**src/rtl/snn_axi_lite_cmd_master.sv**
```systemverilog
// AXI4-Lite initiator: turns one command into one AXI4-Lite read or write,
// returns a single response beat, and abandons the bus if the slave hangs.
module snn_axi_lite_cmd_master #(
  parameter int C_M_AXI_ADDR_WIDTH = 16,
  parameter int C_M_AXI_DATA_WIDTH = 32,
  parameter int TIMEOUT_CYCLES     = 1024
) (
  input  logic                            S_AXI_ACLK,
  input  logic                            S_AXI_ARESETN,
  input  logic                            cmd_valid,
  output logic                            cmd_ready,
  input  logic                            cmd_write,
  input  logic [C_M_AXI_ADDR_WIDTH-1:0]   cmd_addr,
  input  logic [C_M_AXI_DATA_WIDTH-1:0]   cmd_wdata,
  input  logic [C_M_AXI_DATA_WIDTH/8-1:0] cmd_wstrb,
  output logic                            rsp_valid,
  input  logic                            rsp_ready,
  output logic [C_M_AXI_DATA_WIDTH-1:0]   rsp_rdata,
  output logic [1:0]                      rsp_resp,
  output logic                            busy,
  output logic                            timeout_err,
  output logic [C_M_AXI_ADDR_WIDTH-1:0]   M_AXI_AWADDR,
  output logic                            M_AXI_AWVALID,
  input  logic                            M_AXI_AWREADY,
  output logic [C_M_AXI_DATA_WIDTH-1:0]   M_AXI_WDATA,
  output logic [C_M_AXI_DATA_WIDTH/8-1:0] M_AXI_WSTRB,
  output logic                            M_AXI_WVALID,
  input  logic                            M_AXI_WREADY,
  input  logic [1:0]                      M_AXI_BRESP,
  input  logic                            M_AXI_BVALID,
  output logic                            M_AXI_BREADY,
  output logic [C_M_AXI_ADDR_WIDTH-1:0]   M_AXI_ARADDR,
  output logic                            M_AXI_ARVALID,
  input  logic                            M_AXI_ARREADY,
  input  logic [C_M_AXI_DATA_WIDTH-1:0]   M_AXI_RDATA,
  input  logic [1:0]                      M_AXI_RRESP,
  input  logic                            M_AXI_RVALID,
  output logic                            M_AXI_RREADY
);

  localparam int STRB_W = C_M_AXI_DATA_WIDTH / 8;
  // One spare bit above what TIMEOUT_CYCLES needs so the increment never wraps.
  localparam int WDOG_W = $clog2(TIMEOUT_CYCLES + 1) + 1;
  localparam logic [WDOG_W-1:0] WDOG_LIMIT = WDOG_W'(TIMEOUT_CYCLES);

  typedef enum logic [2:0] {IDLE, WR, WR_RESP, RD_ADDR, RD_DATA, RSP} state_t;

  state_t                          state_q, state_d;
  logic                            awvalid_q, awvalid_d;
  logic                            wvalid_q, wvalid_d;
  logic                            bready_q, bready_d;
  logic                            arvalid_q, arvalid_d;
  logic                            rready_q, rready_d;
  logic [C_M_AXI_ADDR_WIDTH-1:0]   addr_q, addr_d;
  logic [C_M_AXI_DATA_WIDTH-1:0]   wdata_q, wdata_d;
  logic [STRB_W-1:0]               wstrb_q, wstrb_d;
  logic                            rsp_valid_q, rsp_valid_d;
  logic [C_M_AXI_DATA_WIDTH-1:0]   rsp_rdata_q, rsp_rdata_d;
  logic [1:0]                      rsp_resp_q, rsp_resp_d;
  logic                            timeout_err_q, timeout_err_d;
  logic [WDOG_W-1:0]               wdog_q, wdog_d;
  logic [WDOG_W-1:0]               wdog_inc;
  logic                            wdog_fire;
  logic                            abandon;
  logic                            aw_pending, w_pending;

  assign wdog_inc  = wdog_q + 1'b1;
  // Fires in the cycle whose increment reaches the limit, so the bus is
  // held for exactly TIMEOUT_CYCLES cycles before being abandoned.
  assign wdog_fire = (TIMEOUT_CYCLES != 0) && (wdog_inc >= WDOG_LIMIT);

  // Next-state and output-register logic; a completing handshake beats the watchdog.
  always_comb begin
    state_d       = state_q;
    awvalid_d     = awvalid_q;
    wvalid_d      = wvalid_q;
    bready_d      = bready_q;
    arvalid_d     = arvalid_q;
    rready_d      = rready_q;
    addr_d        = addr_q;
    wdata_d       = wdata_q;
    wstrb_d       = wstrb_q;
    rsp_valid_d   = rsp_valid_q;
    rsp_rdata_d   = rsp_rdata_q;
    rsp_resp_d    = rsp_resp_q;
    timeout_err_d = timeout_err_q;
    wdog_d        = wdog_q;
    abandon       = 1'b0;
    aw_pending    = awvalid_q && !M_AXI_AWREADY;
    w_pending     = wvalid_q && !M_AXI_WREADY;

    if ((state_q == WR || state_q == WR_RESP || state_q == RD_ADDR || state_q == RD_DATA)
        && (wdog_q != WDOG_LIMIT)) begin
      wdog_d = wdog_inc;
    end

    unique case (state_q)
      IDLE: begin
        if (cmd_valid) begin
          addr_d  = cmd_addr;
          wdata_d = cmd_wdata;
          wstrb_d = cmd_wstrb;
          wdog_d  = '0;
          if (cmd_write) begin
            state_d   = WR;
            awvalid_d = 1'b1;
            wvalid_d  = 1'b1;
          end else begin
            state_d   = RD_ADDR;
            arvalid_d = 1'b1;
          end
        end
      end
      WR: begin
        if (awvalid_q && M_AXI_AWREADY) awvalid_d = 1'b0;
        if (wvalid_q && M_AXI_WREADY)   wvalid_d  = 1'b0;
        if (!aw_pending && !w_pending) begin
          state_d  = WR_RESP;
          bready_d = 1'b1;
        end else if (wdog_fire) begin
          abandon = 1'b1;
        end
      end
      WR_RESP: begin
        if (M_AXI_BVALID && bready_q) begin
          rsp_resp_d  = M_AXI_BRESP;
          rsp_rdata_d = '0;
          bready_d    = 1'b0;
          rsp_valid_d = 1'b1;
          state_d     = RSP;
        end else if (wdog_fire) begin
          abandon = 1'b1;
        end
      end
      RD_ADDR: begin
        if (arvalid_q && M_AXI_ARREADY) begin
          arvalid_d = 1'b0;
          rready_d  = 1'b1;
          state_d   = RD_DATA;
        end else if (wdog_fire) begin
          abandon = 1'b1;
        end
      end
      RD_DATA: begin
        if (M_AXI_RVALID && rready_q) begin
          rsp_rdata_d = M_AXI_RDATA;
          rsp_resp_d  = M_AXI_RRESP;
          rready_d    = 1'b0;
          rsp_valid_d = 1'b1;
          state_d     = RSP;
        end else if (wdog_fire) begin
          abandon = 1'b1;
        end
      end
      RSP: begin
        if (rsp_ready) begin
          rsp_valid_d = 1'b0;
          state_d     = IDLE;
        end
      end
      default: state_d = IDLE;
    endcase

    if (abandon) begin
      awvalid_d     = 1'b0;
      wvalid_d      = 1'b0;
      bready_d      = 1'b0;
      arvalid_d     = 1'b0;
      rready_d      = 1'b0;
      rsp_resp_d    = 2'b11;
      rsp_rdata_d   = '0;
      rsp_valid_d   = 1'b1;
      timeout_err_d = 1'b1;
      state_d       = RSP;
    end
  end

  // State and output registers with synchronous active-low reset.
  always_ff @(posedge S_AXI_ACLK) begin
    if (!S_AXI_ARESETN) begin
      state_q       <= IDLE;
      awvalid_q     <= 1'b0;
      wvalid_q      <= 1'b0;
      bready_q      <= 1'b0;
      arvalid_q     <= 1'b0;
      rready_q      <= 1'b0;
      addr_q        <= '0;
      wdata_q       <= '0;
      wstrb_q       <= '0;
      rsp_valid_q   <= 1'b0;
      rsp_rdata_q   <= '0;
      rsp_resp_q    <= 2'b00;
      timeout_err_q <= 1'b0;
      wdog_q        <= '0;
    end else begin
      state_q       <= state_d;
      awvalid_q     <= awvalid_d;
      wvalid_q      <= wvalid_d;
      bready_q      <= bready_d;
      arvalid_q     <= arvalid_d;
      rready_q      <= rready_d;
      addr_q        <= addr_d;
      wdata_q       <= wdata_d;
      wstrb_q       <= wstrb_d;
      rsp_valid_q   <= rsp_valid_d;
      rsp_rdata_q   <= rsp_rdata_d;
      rsp_resp_q    <= rsp_resp_d;
      timeout_err_q <= timeout_err_d;
      wdog_q        <= wdog_d;
    end
  end

  assign cmd_ready     = (state_q == IDLE);
  assign busy          = (state_q != IDLE);
  assign timeout_err   = timeout_err_q;
  assign rsp_valid     = rsp_valid_q;
  assign rsp_rdata     = rsp_rdata_q;
  assign rsp_resp      = rsp_resp_q;
  assign M_AXI_AWADDR  = addr_q;
  assign M_AXI_AWVALID = awvalid_q;
  assign M_AXI_WDATA   = wdata_q;
  assign M_AXI_WSTRB   = wstrb_q;
  assign M_AXI_WVALID  = wvalid_q;
  assign M_AXI_BREADY  = bready_q;
  assign M_AXI_ARADDR  = addr_q;
  assign M_AXI_ARVALID = arvalid_q;
  assign M_AXI_RREADY  = rready_q;

endmodule

```
**config.mk**
```make
export PLATFORM = sky130hd
export DESIGN_NAME = snn_axi_lite_cmd_master
export DESIGN_NICKNAME = d
export VERILOG_FILES = /design/src/rtl/snn_axi_lite_cmd_master.sv
export SDC_FILE = /design/constraint.sdc
export NUM_CORES = 1
export LEC_CHECK = 0
export ABC_CLOCK_PERIOD_IN_PS = 1770
export CAP_MARGIN = 20
export CORE_MARGIN = 2
export CORE_UTILIZATION = 38
export CTS_CLUSTER_DIAMETER = 80
export DETAILED_ROUTE_END_ITERATION = 8
export PLACE_DENSITY = 0.74
export SETUP_SLACK_MARGIN = 0.3
export SLEW_MARGIN = 20
export SYNTH_ARGS = -nofsm -noshare
export SYNTH_HDL_FRONTEND = slang
export SYNTH_SLANG_ARGS = --single-unit
export TNS_END_PERCENT = 30
```
**constraint.sdc**
```tcl
create_clock -name S_AXI_ACLK -period 1.77 [get_ports S_AXI_ACLK]
set_clock_uncertainty 0.2 [all_clocks]
set_input_delay 0.354 -clock S_AXI_ACLK [delete_from_list [all_inputs] [get_ports S_AXI_ACLK]]
set_output_delay 0.354 -clock S_AXI_ACLK [all_outputs]
set_load 0.02 [all_outputs]
```
# Word-level counts from Yosys, hierarchy flattened
# Cells that the tools add are included.
dict set report totals {
  reg_bits 108
  inputBits 98
  output_inout_bits 111
  word_cells 123
}
dict set report op_classes {
  addsub 1
  order_cmp 1
  eq_ne 22
  muxes 46
  n_bitwise 1
  n_reduce_logical 37
}
# operator count
set ops {}
lappend ops {{$mux W32} 2}
lappend ops {{$pmux W32 S2} 1}
lappend ops {{$mux W12} 3}
lappend ops {{$mux W3} 7}
lappend ops {{$mux W1} 20}
lappend ops {{$pmux W3 S6} 1}
lappend ops {{$reduce_and A4 Y1} 4}
lappend ops {{$ne A3 B2 Y1 const B} 5}
lappend ops {{$ne A2 B1 Y1 const B} 7}
lappend ops {{$add A12 B1 Y12 const B} 1}
lappend ops {{$ge A12 B11 Y1 const B} 1}
lappend ops {{$ne A12 B11 Y1 const B} 1}
lappend ops {{$reduce_and A3 Y1} 4}
lappend ops {{$reduce_and A6 Y1} 2}
lappend ops {{$pmux W1 S2} 5}
lappend ops {{$reduce_bool A2 Y1} 5}
lappend ops {{$logic_and A1 B1 Y1} 9}
lappend ops {{$mux W2} 4}
lappend ops {{$eq A3 B2 Y1 const B} 2}
lappend ops {{$eq A3 B3 Y1 const B} 2}
lappend ops {{$ne A2 B2 Y1 const B} 3}
lappend ops {{$reduce_bool A3 Y1} 2}
lappend ops {{$logic_not A1 Y1} 4}
lappend ops {{$pmux W1 S4} 1}
lappend ops {{10 further kinds} 12}

# Longest topological paths before layout
# Gate-level depths: netlist (run 1).
dict set report depth {
  word_depth 8
  depth_mapped 10
  mapped_depth_nobuf 8
}

# Worst setup path before layout (run 1)
# OpenSTA, ideal clock, no wires.
dict set report synth_timing {
  path_type {reg-to-reg}
  from {register state_q[0]}
  to {register wdata_q[15], in the netlist M_AXI_WDATA[15]}
  arrival_time_ns 1.587
  path_slack_ns -0.150
  stages_incl_launch_ff 9
  path_buffers 3
  synth_period_minus_slack_ns 1.920
  cell_sequence {dfxtp_1 > buf_6 > or3_1 > buf_2 > inv_2 > nand2_1 > clkbuf_1 > nand2_1 > a21oi_1}
}
dict set report synth_via {
  elab_chain_cells 2
}
# item line
set synth_lines {}
lappend synth_lines {{start, declared} 48} ;# state_t state_q, state_d;
lappend synth_lines {{start signal, assigned} 196} ;# state_q <= state_d;
lappend synth_lines {{$logic_not A3 Y1} n/a}
lappend synth_lines {{net cmd_ready} 11} ;# output logic cmd_ready,
lappend synth_lines {{$reduce_and A2 Y1 (no line)} n/a}
lappend synth_lines {{end signal, assigned} 203} ;# wdata_q <= wdata_d;
lappend synth_lines {{end, declared} 55} ;# logic [C_M_AXI_DATA_WIDTH-1:0] wdata_q, wdata_d;
# The timed path passes the listed nets, and every way through them passes these cells.
# A chain may end at the register's enable or synchronous reset.

# Final worst setup path (run 1)
dict set report layout_timing {
  from {register wdog_q[0]}
  to {register state_q[2]}
}
dict set report layout_via {
  elab_chain_cells 7
}
# item line
set layout_lines {}
lappend layout_lines {{start, declared} 61} ;# logic [WDOG_W-1:0] wdog_q, wdog_d;
lappend layout_lines {{start signal, assigned} 209} ;# wdog_q <= wdog_d;
lappend layout_lines {{$add A12 B1 Y12 (*)} 67} ;# assign wdog_inc = wdog_q + 1'b1;
lappend layout_lines {{$ge A12 B11 Y1 (*)} 70} ;# assign wdog_fire = (TIMEOUT_CYCLES != 0) && (wdog_inc >= WDOG_LIMIT);
lappend layout_lines {{$mux W1 (*)} n/a}
lappend layout_lines {{$mux W1, on equally long branches} n/a}
lappend layout_lines {{$pmux W1 S4 (*)} 97} ;# unique case (state_q)
lappend layout_lines {{$ne A3 B2 Y1 (no line) / $ne A3 B3 Y1 (equally long branches)} n/a}
lappend layout_lines {{$reduce_and A6 Y1 (no line)} n/a}
# Every way passes the cells marked *; elsewhere a longest branch is shown, timed or not.

==> results of run 1 <==
[worst paths after layout]
path               endpoint  slack (ns)  cells after the start
min           M_AXI_AWVALID        0.19                      4
max              state_q[2]       -0.21                      8
min reg2reg  M_AXI_WSTRB[2]        0.25                      2
max reg2reg      state_q[2]       -0.21                      8
[metal layers]
metal / global-route usage (%) / vias up
met3: 4.20 / 24
met2: 41.8 / 153
met1: 26.7 / 2308
met4: 8.78 / 0
met5: 0 / -
li1: - / 2339
[worst max-delay path, delay by kind of cell (launching register included)]
family,cells,cell delay [ns]
AOI/OAI and AO/OA,4,0.90
DFF,1,0.38
adders and majority gates,1,0.15
buffers and inverters,1,0.15
and+or+nand+nor,2,0.10
[timing repair]
| action | 4_1_cts | 5_1_grt |
|---|---|---|
| setup endpoints to repair | 219 | 135 |
| buffers inserted | 9 | 7 |
| resized for setup | 469 | 135 |
| gates cloned | 9 | 2 |
| pin swaps | 20 | 44 |
[logic make-up after synthesis]
group,count (synthesis),synth area share [%]
compound gates,119,16.8
xor+xnor,12,2.28
fa+ha+maj,2,0.544
buf+inv,63,9.17
flops,108,47.0
mux,3,0.653
simple gates,250,23.5
[through the flow]
stage,TNS (ns),hold slack (ns),instances
after floorplan,-2.19,0.275,557
after CTS,-8.21,0.251,942
after global placement,-20.88,0.242,908
after detailed placement,-23.20,0.246,908
after global routing,-14.52,0.210,951
final,-8.39,0.194,951
[layout make-up]
class	instances	area, um^2
Fill cell	964	4160
Timing Repair Buffer	286	2620
Tap cell	147	184
Multi-Input combinational cell	386	2460
Clock buffer	11	233
Inverter	8	37.5
Sequential cell	108	2190
Clock inverter	5	37.5
[cells in the final DEF, fill, tap and decap left out, drive strengths merged, types with 2 or more instances in the layout]
cell           Yosys  routed
xnor2              7       7
ha                 2       2
xor2               5       5
mux2i              3       3
nand4              5       5
nor2              23      23
a311oi             2       2
nor3               8       8
nand2            158     158
clkinv             0       3
buf               39     181
inv                8       8
a31oi              4       4
clkbuf            16      19
nor4b              2       2
dfxtp            108     108
clkdlybuf4s50      0      95
nor2b              4       4
nand3             40      40
and3               2       2
o211a              2       2
a211oi             2       2
clkinvlp           0       2
dlymetal6s2s       0       2
a21oi             93      93
nand3b             2       2
o21ai              8       8
[registers in the layout, indices dropped and copies added (netlist names), 2 cells and up]
signal and cells:
rsp_rdata 32, rsp_resp 2, M_AXI_WDATA 32, M_AXI_ARADDR 16, state_q 3, M_AXI_WSTRB 4, wdog_q 12
[report_power, final]
part	switching (mW)	internal [mW]
registers	0.209	2.78
clock network	0.919	0.962
logic	2.73	2.42
total	3.86	6.16
==> impl_metrics.py, run 1 <==
metrics = {
    "sta": {
        "max_freq_ghz": 0.504,
        "finalCritPeriodShare_pct": 112,
        "fin_ws_ns": -0.212,
        "rsz0062_at_grt": "yes",
        "slew_headroom_pct": 75.4,
        "worst_pin_slew_ns": 0.368,
        "finalSetupViolCount": 85,
        "finalHoldViolCount": 0,
        "period_minus_slack_ns": 1.98,
        "maxSlewViolCount": 0,
    },
    "route": {
        "top_layer": "met4",
        "antenna_left": 0,
        "vias": 4824,
        "drc_errors": 0,
        "drt_first_pass_iters": 4,
        "met3_length_um": 867,
        "routed_wl_um": 15900,
        "drt-met1-wl_um": 6410,
        "first_iter_violations": 339,
        "vias_per_cell": 5.07,
        "routed_wire_length_per_instance_um": 16.7,
        "wl_met2_um": 8300,
    },
    "critical_path": {
        "crit_chain": "ha_4, nand2_4, o31a_1, a31oi_4, buf_6, a31o_4, nand2_2, o32ai_2",
        "cp-end-kind": "flop",
        "reg2reg_from": "wdog_q[0]",
        "slowest_stage": "dfxtp_4",
        "crit_type": "reg -> reg",
        "slowest_delay_ns": 0.38,
        "cp_max_fo": 3,
        "worstSetupStartpointType": "flop",
        "cp.arrival_ns": 2.03,
        "cp_data_required_time_ns": 1.82,
        "critPathLaunch": "wdog_q[0]",
    },
    "cells_and_area": {
        "fin_area_um2": 7750,
        "area_delta_synth_final_pct": 68.6,
        "utilization_pct": 65.1,
        "drive_above_1_share_pct": 41.2,
        "final_nets": 899,
        "n_antenna_cell": 0,
    },
    "cts": {
        "clock_latency_ns": 0.34,
        "cts-htree-levels": 3,
        "numCtsBuffers": 9,
        "clk_pin_slew_ns": 0.07,
        "cts_tree": "done",
        "clockBufferDepth": 2,
        "clockRootBuffer": "clkbuf_16",
        "clock-sinks": 108,
        "cts_hold_buf": 0,
    },
    "pwr": {
        "power_mw": 10.0,
        "leakagePower_nw": 3.13,
        "power_density_nw_per_um2": 1290,
        "vdd_ir_drop_max_mv": 0.580,
    },
    "global_routing": {
        "grt_pass1_wl_um": 23700,
        "grt_start_max_net_pins": 41,
        "grt_usage_pct": 23.0,
        "antenna_found_initial": 0,
        "grt_pass1_vias": 4723,
        "grt_overflow": 0,
    },
    "logic_synthesis": {
        "yosysWarnings": 0,
        "synth_common_cells": "156 x nand2_1, 108 x dfxtp_1, 73 x a21oi_1, 40 x nand3_1, 23 x nor2_1",
        "yosysTopAreaCell": "dfxtp_1",
        "synth_async_sr_flop_share_pct": 0,
        "ys_seq_elements": 108,
        "ys.flop_type": "dfxtp_1",
        "ys_seq_area_share_pct": 47.0,
        "synth.top_cell.area_share_pct": 47.0,
        "synth-edff-count": 0,
        "synth_area_leaders": "dfxtp_1 47%, nand2_1 13%, a21oi_1 7.9%",
        "syn-num-nets": 657,
        "synthesis.area_um2": 4600,
        "netlist_instances": 557,
        "yosysUniqueCellTypes": 49,
        "yosysMostFrequentCell": "nand2_1",
        "avgSynthCellArea_um2": 8.26,
    },
    "worst_hold_path": {
        "worstHoldStart": "M_AXI_AWREADY",
        "worstHoldPathType": "in -> reg",
    },
    "status": {
        "status": "finished, violations left",
        "violations": "negative setup slack",
    },
    "die": {
        "core_um2": 11900,
        "fp-row-count": 40,
        "die_y_um": 114,
        "start_util_pct": 38.6,
        "die_x_um": 114,
        "dieArea_um2": 13000,
        "ios": 209,
    },
    "placement": {
        "place_area_um2": 7000,
        "dp_slack_ns": -0.440,
        "numPortBuffers": 208,
        "gp_congestion": 0.827,
        "hpwlAfterDp_um": 9940,
    },
    "flow_run": {
        "max_cap_viol_count": 0,
    },
}
(Power assumes the default switching activity.)
==> inputs of run 2 (changes only) <==
- ABC_CLOCK_PERIOD_IN_PS: 1770 -> default
==> results of run 2 <==
No change in the layout: final DEF, timing and power equal those of run 1.
==> inputs of run 3 (changes only) <==
- CORE_MARGIN: 2 -> default
==> impl_metrics.py, run 3 (synthesized netlist as in run 1, its figures left out) <==
metrics = {
    "status": {
        "status": "finished, violations left",
        "violations": "design-rule violations, negative setup slack",
    },
    "sta": {
        "rsz0062_at_grt": "yes",
        "whs_ns": 0.153,
        "finalCritPeriodShare_pct": 121,
        "maxSlewViolCount": 0,
        "finalHoldViolCount": 0,
        "fin_tns_setup_ns": -14.32,
        "finalSetupViolCount": 90,
        "max_freq_ghz": 0.466,
        "slew_headroom_pct": 74.4,
        "worst_pin_slew_ns": 0.381,
        "fin_ws_ns": -0.376,
        "period_minus_slack_ns": 2.15,
    },
    "critical_path": {
        "reg2reg_slack_ns": -0.38,
        "cp_max_fo": 6,
        "crit_type": "reg -> reg",
        "worstSetupStartpointType": "flop",
        "cp_data_required_time_ns": 1.86,
        "slowest_stage": "o211ai_1",
        "reg2regPathDepth": 9,
        "cp.arrival_ns": 2.23,
        "r2r_end": "rsp_rdata[20]",
        "cp-end-kind": "flop",
        "cpLargestDelayFamily": "simple AND/OR/NAND/NOR gates",
        "cp_common_cell": "buf_12",
        "crit_chain": "nor2b_1, o211ai_1, nand4_1, nand2_2, nand2_4, buf_12, buf_12, buf_16, a21oi_2",
        "slowest_delay_ns": 0.34,
        "crit_buf_inv": 3,
        "reg2reg_from": "M_AXI_AWVALID",
    },
    "worst_hold_path": {
        "worstHoldPathCells": 4,
        "worstHoldPathType": "in -> reg",
        "whs_endpoint": "M_AXI_AWVALID",
        "worstHoldStart": "M_AXI_AWREADY",
    },
    "pwr": {
        "vdd_ir_drop_max_mv": 1.31,
        "power_density_nw_per_um2": 1310,
        "p_clk_share_pct": 17.8,
        "switching_share_pct": 39.5,
        "seq_power_share_pct": 28.1,
        "p_sw_mw": 4.20,
        "p_int_mw": 6.44,
        "leakagePower_nw": 3.27,
        "p_comb_share_pct": 54.1,
    },
    "cts": {
        "clk_pin_slew_ns": 0.08,
        "clockRootBuffer": "clkbuf_16",
        "clockBufferDepth": 2,
        "cts_tree": "done",
        "clock-sinks": 108,
        "cts-htree-levels": 3,
        "clock_latency_ns": 0.35,
        "numCtsBuffers": 9,
    },
    "die": {
        "core_um2": 11600,
        "dieArea_um2": 12600,
        "die_y_um": 112,
        "die_x_um": 112,
        "ios": 209,
        "start_util_pct": 39.6,
        "fp-row-count": 39,
    },
    "route": {
        "vias": 5192,
        "drc_errors": 17,
        "wl_met2_um": 9390,
        "vias_per_cell": 5.36,
        "top_layer": "met4",
        "met3_length_um": 1390,
        "drt-met1-wl_um": 7290,
        "drt_first_pass_iters": 7,
        "first_iter_violations": 447,
        "routed_wl_um": 18500,
        "routed_wire_length_per_instance_um": 19.1,
        "antenna_left": 0,
    },
    "placement": {
        "dp.cells": 907,
        "hpwlAfterDp_um": 10300,
        "gp_congestion": 0.866,
        "dp_slack_ns": -0.454,
        "numPortBuffers": 208,
    },
    "cells_and_area": {
        "n_antenna_cell": 0,
        "final_common_cell": "nand2_1",
        "final_cells": 969,
        "area_delta_synth_final_pct": 76.1,
        "drive_above_1_share_pct": 45.2,
        "final_nets": 921,
        "mostFrequentLayoutCells": "146 x nand2_1, 95 x dfxtp_1, 95 x clkdlybuf4s50_1",
    },
    "global_routing": {
        "grt_start_max_net_pins": 53,
        "grt_overflow": 0,
        "grt_pass1_vias": 5042,
        "grt_pass1_wl_um": 26400,
        "antenna_found_initial": 0,
        "grt_usage_pct": 27.0,
    },
    "flow_run": {
        "max_cap_viol_count": 0,
    },
}
==> run 3: cell count changes in the layout (fill, tap and decap cells not counted), moves of 3 or more <==
cell / change
nand3_1: -14
nand3_2: +14
buf_4: +10
buf_8: +7
buf_6: +6
buf_16: -4
clkbuf_2: +4
buf_2: -3
nand2_2: +3
==> run 3: power groups by stage <==
| stage | sequential, mW | combinational, mW | clock [mW] |
|---|---|---|---|
| after floorplan | 3.36 | 2.10 | 0 |
| after global placement | 3.00 | 3.92 | 0 |
| after detailed placement | 3.01 | 4.02 | 0 |
| after CTS | 2.97 | 4.96 | 1.89 |
| after global routing | 3.04 | 6.03 | 2.01 |
| final | 3.00 | 5.76 | 1.89 |
==> run 3: worst min-delay path: cells and delay by family <==
kind,cells,cell delay (ns)
and+or+nand+nor,1,0.08
buffers and inverters,1,0.11
AOI/OAI and AO/OA,2,0.14
==> run 3: cell type report <==
class                      count  area (um^2)
multi-input combinational    386         2610
clock inverter                 6         38.8
sequential                   108         2190
tap                          143          179
clock buffer                  10          229
timing repair buffer         308         2820
inverter                       8         35.0
fill                         846         3510
==> run 3: metrics by stage <==
stage	power [mW]	util [%]	instance area, um^2
final	10.6	69.7	8100
after global routing	11.1	69.7	8100
after CTS	9.83	65.8	7640
after detailed placement	7.04	60.3	7000
after global placement	6.92	60.3	7000
after floorplan	5.46	-	4650
==> run 3: per-layer routing <==
| layer | track usage [%] | vias up |
|---|---|---|
| met1 | 32.2 | 2481 |
| met4 | 8.09 | 0 |
| li1 | - | 2383 |
| met2 | 48.6 | 280 |
| met3 | 5.62 | 48 |
| met5 | 0 | - |
==> run 3: timing repair <==
action,4_1_cts,5_1_grt
cloned,11,2
resized for setup,533,116
setup buffers,21,12
pin swaps,76,17
endpoints found under the setup margin,219,135
hold buffers,0,0
endpoints found under the hold margin,0,0
==> run 3: how the worst max path moves through the flow <==
stage	startpoint	to	cells past startpoint
CTS	wdog_q[6]	state_q[2]	7
detailed placement	M_AXI_BVALID	state_q[0]	8
global placement	M_AXI_WREADY	rsp_rdata[12]	8
finish	M_AXI_AWVALID	rsp_rdata[20]	9
floorplan	wdog_q[1]	M_AXI_AWVALID	9
global route	M_AXI_AWVALID	rsp_rdata[20]	9
